**config.mk**
```make
export PLATFORM = sky130hd
export DESIGN_NAME = div_hilo_ctrl
export DESIGN_NICKNAME = d
export VERILOG_FILES = /design/src/rtl/div_hilo_ctrl_pkg.sv /design/src/rtl/div_hilo_ctrl_hilo_regfile.sv /design/src/rtl/div_hilo_ctrl.sv
export SDC_FILE = /design/constraint.sdc
export NUM_CORES = 1
export LEC_CHECK = 0
export CAP_MARGIN = 30
export CORE_UTILIZATION = 44
export DETAILED_ROUTE_END_ITERATION = 10
export PLACE_DENSITY = 0.86
export REMOVE_ABC_BUFFERS = 1
export SLEW_MARGIN = 5
export SYNTH_ARGS = -nofsm -noshare
export SYNTH_HDL_FRONTEND = slang
export SYNTH_SLANG_ARGS = --single-unit
export TNS_END_PERCENT = 30
```
**constraint.sdc**
```tcl
create_clock -name clk -period 4.69 [get_ports clk]
set_clock_uncertainty 0.1 [all_clocks]
set_input_delay 0.938 -clock clk [delete_from_list [all_inputs] [get_ports clk]]
set_output_delay 0.938 -clock clk [all_outputs]
set_load 0.02 [all_outputs]
```
**src/rtl/div_hilo_ctrl_pkg.sv**
```systemverilog
// div_hilo_ctrl_pkg: shared FSM encoding and timing constants for the divide/HI-LO controller.
// Revision 1.0
`default_nettype none

package div_hilo_ctrl_pkg;

  localparam int DIV_LATENCY_DEF = 33;
  localparam int WD_SLACK_DEF    = 2;

  typedef enum logic [1:0] {
    ST_IDLE  = 2'd0,
    ST_START = 2'd1,
    ST_BUSY  = 2'd2,
    ST_DRAIN = 2'd3
  } state_e;

endpackage

`default_nettype wire

```
**src/rtl/div_hilo_ctrl_hilo_regfile.sv**
```systemverilog
// div_hilo_ctrl_hilo_regfile: architectural HI/LO registers; a divide commit beats MTHI/MTLO.
// Revision 1.0
`default_nettype none

module div_hilo_ctrl_hilo_regfile (
  input  logic        clk,
  input  logic        resetn,
  input  logic        commit_i,
  input  logic [31:0] commit_hi_i,
  input  logic [31:0] commit_lo_i,
  input  logic        hi_we_i,
  input  logic        lo_we_i,
  input  logic [31:0] wdata_i,
  output logic [31:0] hi_o,
  output logic [31:0] lo_o
);

  logic [31:0] hi_q, hi_d;
  logic [31:0] lo_q, lo_d;

  always_comb begin
    hi_d = hi_q;
    lo_d = lo_q;
    if (commit_i) begin
      hi_d = commit_hi_i;
      lo_d = commit_lo_i;
    end else begin
      if (hi_we_i) hi_d = wdata_i;
      if (lo_we_i) lo_d = wdata_i;
    end
  end

  always_ff @(posedge clk or negedge resetn) begin
    if (!resetn) begin
      hi_q <= '0;
      lo_q <= '0;
    end else begin
      hi_q <= hi_d;
      lo_q <= lo_d;
    end
  end

  assign hi_o = hi_q;
  assign lo_o = lo_q;

endmodule

`default_nettype wire

```
**src/rtl/div_hilo_ctrl.sv**
```systemverilog
// div_hilo_ctrl: sequences the iterative divider core for DIV/DIVU and owns HI/LO.
// Revision 1.0
`default_nettype none

module div_hilo_ctrl
  import div_hilo_ctrl_pkg::*;
#(
  parameter int DIV_LATENCY = DIV_LATENCY_DEF,
  parameter int WD_SLACK    = WD_SLACK_DEF
) (
  input  logic        clk,
  input  logic        resetn,
  input  logic        req_valid,
  output logic        req_ready,
  input  logic        req_signed,
  input  logic [31:0] req_x,
  input  logic [31:0] req_y,
  input  logic        flush,
  output logic        div_start,
  output logic        div_signed,
  output logic [31:0] div_x,
  output logic [31:0] div_y,
  input  logic [63:0] div_result,
  input  logic        div_complete,
  input  logic        hi_we,
  input  logic        lo_we,
  input  logic [31:0] hilo_wdata,
  output logic [31:0] hi_rdata,
  output logic [31:0] lo_rdata,
  output logic        busy,
  output logic        done,
  output logic        err
);

  localparam int              WD_W     = $clog2(DIV_LATENCY + WD_SLACK + 2);
  localparam logic [WD_W-1:0] WD_LIMIT = WD_W'(DIV_LATENCY + WD_SLACK);

  state_e          state_q, state_d;
  logic            sgn_q, sgn_d;
  logic [31:0]     x_q, x_d;
  logic [31:0]     y_q, y_d;
  logic [WD_W-1:0] wd_q, wd_d;
  logic            done_q, done_d;
  logic            err_q, err_d;
  logic            commit;

  always_comb begin
    state_d   = state_q;
    sgn_d     = sgn_q;
    x_d       = x_q;
    y_d       = y_q;
    wd_d      = wd_q;
    err_d     = err_q;
    commit    = 1'b0;
    req_ready = 1'b0;
    div_start = 1'b0;
    case (state_q)
      ST_IDLE: begin
        wd_d      = '0;
        req_ready = !flush;
        if (req_valid && !flush) begin
          sgn_d   = req_signed;
          x_d     = req_x;
          y_d     = req_y;
          state_d = ST_START;
        end
      end
      ST_START: begin
        // A flush here means the core never sees a start, so nothing to drain.
        if (flush) begin
          state_d = ST_IDLE;
        end else begin
          div_start = 1'b1;
          wd_d      = WD_W'(1);
          state_d   = ST_BUSY;
        end
      end
      ST_BUSY, ST_DRAIN: begin
        wd_d = wd_q + 1'b1;
        if (wd_q > WD_LIMIT) begin
          err_d   = 1'b1;
          wd_d    = '0;
          state_d = ST_IDLE;
        end else if (div_complete) begin
          commit  = (state_q == ST_BUSY) && !flush;
          wd_d    = '0;
          state_d = ST_IDLE;
        end else if (flush) begin
          state_d = ST_DRAIN;
        end
      end
      default: state_d = ST_IDLE;
    endcase
    done_d = commit;
  end

  always_ff @(posedge clk or negedge resetn) begin
    if (!resetn) begin
      state_q <= ST_IDLE;
      sgn_q   <= 1'b0;
      x_q     <= '0;
      y_q     <= '0;
      wd_q    <= '0;
      done_q  <= 1'b0;
      err_q   <= 1'b0;
    end else begin
      state_q <= state_d;
      sgn_q   <= sgn_d;
      x_q     <= x_d;
      y_q     <= y_d;
      wd_q    <= wd_d;
      done_q  <= done_d;
      err_q   <= err_d;
    end
  end

  // Core result is {quotient, remainder}: quotient lands in LO, remainder in HI.
  div_hilo_ctrl_hilo_regfile u_hilo (
    .clk         (clk),
    .resetn      (resetn),
    .commit_i    (commit),
    .commit_hi_i (div_result[31:0]),
    .commit_lo_i (div_result[63:32]),
    .hi_we_i     (hi_we),
    .lo_we_i     (lo_we),
    .wdata_i     (hilo_wdata),
    .hi_o        (hi_rdata),
    .lo_o        (lo_rdata)
  );

  assign div_signed = sgn_q;
  assign div_x      = x_q;
  assign div_y      = y_q;
  assign busy       = (state_q != ST_IDLE);
  assign done       = done_q;
  assign err        = err_q;

endmodule

`default_nettype wire
```
==> flow_metrics.py <==
metrics = {
    "finish": {
        "final_cell_mix": "clkdlybuf4s50_1, mux2_2, dfrtp_1",
        "n_antenna_cell": 0,
        "layout_commonest_cell": "clkdlybuf4s50_1",
        "fillers": 882,
        "fin_nets": 867,
        "drive_gt1_share_pct": 32.82,
        "synthToLayoutAreaGrowth_pct": 60.61,
    },
    "yosys": {
        "synthCells": 395,
        "synth_edf_count": 0,
        "yosysSeqAreaShare_pct": 55.68,
        "syn_avg_cell_area_sq_um": 15.82,
        "synth-async-reset-ratio_pct": 100.0,
        "synthesis.area_sq_mm": 0.006247,
        "ys_ff_latch": 139,
        "synth-main-ff-cell": "dfrtp_1",
        "yosys_warnings": 0,
        "ys_types": 32,
    },
    "worst_setup_path": {
        "start_kind": "primary input",
        "crit_fanout": 6,
        "crit_top_cell": "clkdlybuf4s50_1",
        "path_buf_inv": 2,
        "path_delay_family": "buffers and inverters",
        "worstRegToRegCells": 4,
        "r2r_slack_ps": 2490,
        "crit_path_top_delay_cell": "clkdlybuf4s50_1",
        "cpPeakStageDelay_ps": 660,
        "path_cells": "clkdlybuf4s50_1 > nor3_1 > clkdlybuf4s50_1",
        "cp-end-kind": "output port",
        "r2r_start": "state_q[1]",
        "crit_required_ps": 3650,
        "crit_arrival_ps": 2370,
        "crit_type": "primary input to output port",
        "r2r_end": "div_y[16]",
    },
    "cts": {
        "clk_path_buf_depth": 2,
        "cts_root_buf": "clkbuf_16",
        "numClockSinks": 139,
        "clock_latency_ps": 410,
        "clkTransAtPathRegs_ps": 60,
        "cts.htree.levels": 4,
        "tritoncts": "yes",
        "hold_buffers": 0,
        "post_cts_resize_count": 0,
        "cts_inserted_buffers": 17,
        "post-cts-setup-buffer-count": 0,
    },
    "detailed_routing": {
        "drt-pass1-iter-count": 4,
        "vias": 4442,
        "drtAntennaViolNets": 0,
        "wl_per_cell_microns": 18.52,
        "routed_via_density": 4.991,
        "wl_microns": 16480,
        "detail_route.iter0.violations": 139,
        "drc": 0,
    },
    "power": {
        "p_per_area_mw_per_mm2": 425.9,
        "vdd_drop_max_v": 0.0002031,
        "leakage_nw": 4.279,
    },
    "global_routing": {
        "grt_usage_pct": 22.73,
        "grt_pass1_vias": 4748,
        "antenna_found_initial": 0,
        "grt_max_degree": 82,
        "grt_pass1_wl_microns": 25030,
        "grt_overflow": 0,
    },
    "floorplanning": {
        "initial_utilization_pct": 45.01,
        "die_y_microns": 121.2,
        "core_sq_mm": 0.01388,
        "num_rows": 43,
        "fp.dieW_microns": 121.2,
        "pin_count": 302,
        "design.die.area_sq_mm": 0.01468,
    },
    "timing": {
        "fmax_mhz": 293.7,
        "rsz0062_at_grt": "false",
        "finalCriticalPeriod_ps": 3405,
        "whs_ps": 317.8,
        "slew_violations": 0,
        "finalHoldViolations": 0,
        "setup_viol": 0,
        "finalCritPeriodShare_pct": 72.60,
        "fin_setup_tns_ps": 0,
        "slew_headroom_pct": 45.11,
        "tightestPinTransition_ps": 823.3,
    },
    "placed_design": {
        "place_congestion": 0.7834,
        "dp_hpwl_microns": 12330,
        "portBuffers": 301,
    },
    "flow_run": {
        "drv_cap": 0,
    },
    "hold_path": {
        "hold_class": "primary input to asynchronous set/reset pin",
    },
    "run_status": {
        "status": "complete, no violations",
    },
}
[logic make-up after synthesis]
group / count (synthesis) / share of synthesized area [%]
buffers and inverters: 26 / 2.544
multiplexers: 195 / 38.07
flip-flops: 139 / 55.68
AO/OA/AOI/OAI: 14 / 1.743
AND/OR/NAND/NOR: 20 / 1.762
adder cells (fa/ha/maj): 1 / 0.2002
[sequential cells by signal, summed over array words and instances, names as in the netlist]
name	flops
div_y	32
div_signed	1
state_q	2
wd_q	6
u_hilo.hi_o	32
u_hilo.lo_o	32
div_x	32
err	1
done	1
[final cells by class]
class | count | area (sq um) | share of cell area (%)
clock buffers | 20 | 446.7 | 4.452
clock inverters | 11 | 168.9 | 1.683
inverters | 3 | 11.26 | 0.1122
multi-input cells | 230 | 2611 | 26.03
flip-flops and latches | 139 | 3478 | 34.67
well taps | 180 | 225.2 | 2.245
repair buffers | 307 | 3092 | 30.81
[where the power goes]
| part | internal [mW] | leakage, nW | switching [mW] |
|---|---|---|---|
| clock network | 0.901 | 0.300 | 0.496 |
| registers | 1.42 | 1.65 | 0.122 |
| logic | 0.764 | 2.33 | 0.565 |
[synthesized netlist by cell type (2+ instances only)]
| library cell | instances | area share (%) |
|---|---|---|
| a21oi_1 | 2 | 0.16 |
| a31oi_1 | 2 | 0.20 |
| buf_1 | 5 | 0.30 |
| buf_2 | 4 | 0.32 |
| buf_4 | 5 | 0.60 |
| buf_6 | 5 | 0.90 |
| clkbuf_1 | 4 | 0.24 |
| dfrtp_1 | 139 | 56 |
| inv_1 | 3 | 0.18 |
| mux2_2 | 145 | 26 |
| mux2_4 | 49 | 12 |
| nand2_1 | 4 | 0.24 |
| nand2b_1 | 2 | 0.20 |
| nand3_1 | 3 | 0.24 |
| nand4_1 | 2 | 0.20 |
| nor2_1 | 2 | 0.12 |
| o21ai_0 | 3 | 0.24 |
| or4_1 | 2 | 0.24 |
[metrics by stage]
stage          power [mW]  utilization [%]  setup WS (ps)  cell area, sq um  std cells
3_3_place_gp        2.860            67.65           1342              9390        858
3_5_place_dp        2.903            67.85           1308              9418        859
5_1_grt             4.456            72.28           1227             10030        890
4_1_cts             4.316            72.28           1297             10030        890
2_1_floorplan       2.182                -         -301.6              6100        372
6_report            4.273            72.28           1285             10030        890
[how the worst max path moves through the flow]
stage,start,end,cells past startpoint
2_1_floorplan,flush,u_hilo.hi_o[0],3
3_3_place_gp,flush,req_ready,3
3_5_place_dp,flush,req_ready,3
4_1_cts,flush,req_ready,3
5_1_grt,flush,req_ready,3
6_report,flush,req_ready,3
[metal layers]
layer / global-route usage, % / wire length (microns)
met5: 0 / 0
met4: 8.179 / 409
met3: 8.741 / 1607
met2: 40.07 / 8439
met1: 24.66 / 6022
[worst register-to-register path: cells and delay by family, from the launching register on]
kind	cells	cell delay (ps)
buffers and inverters	1	620
flip-flops	1	470
multiplexers	1	470
AND/OR/NAND/NOR	2	420
No activity file was read; power rests on OpenSTA's default activity.
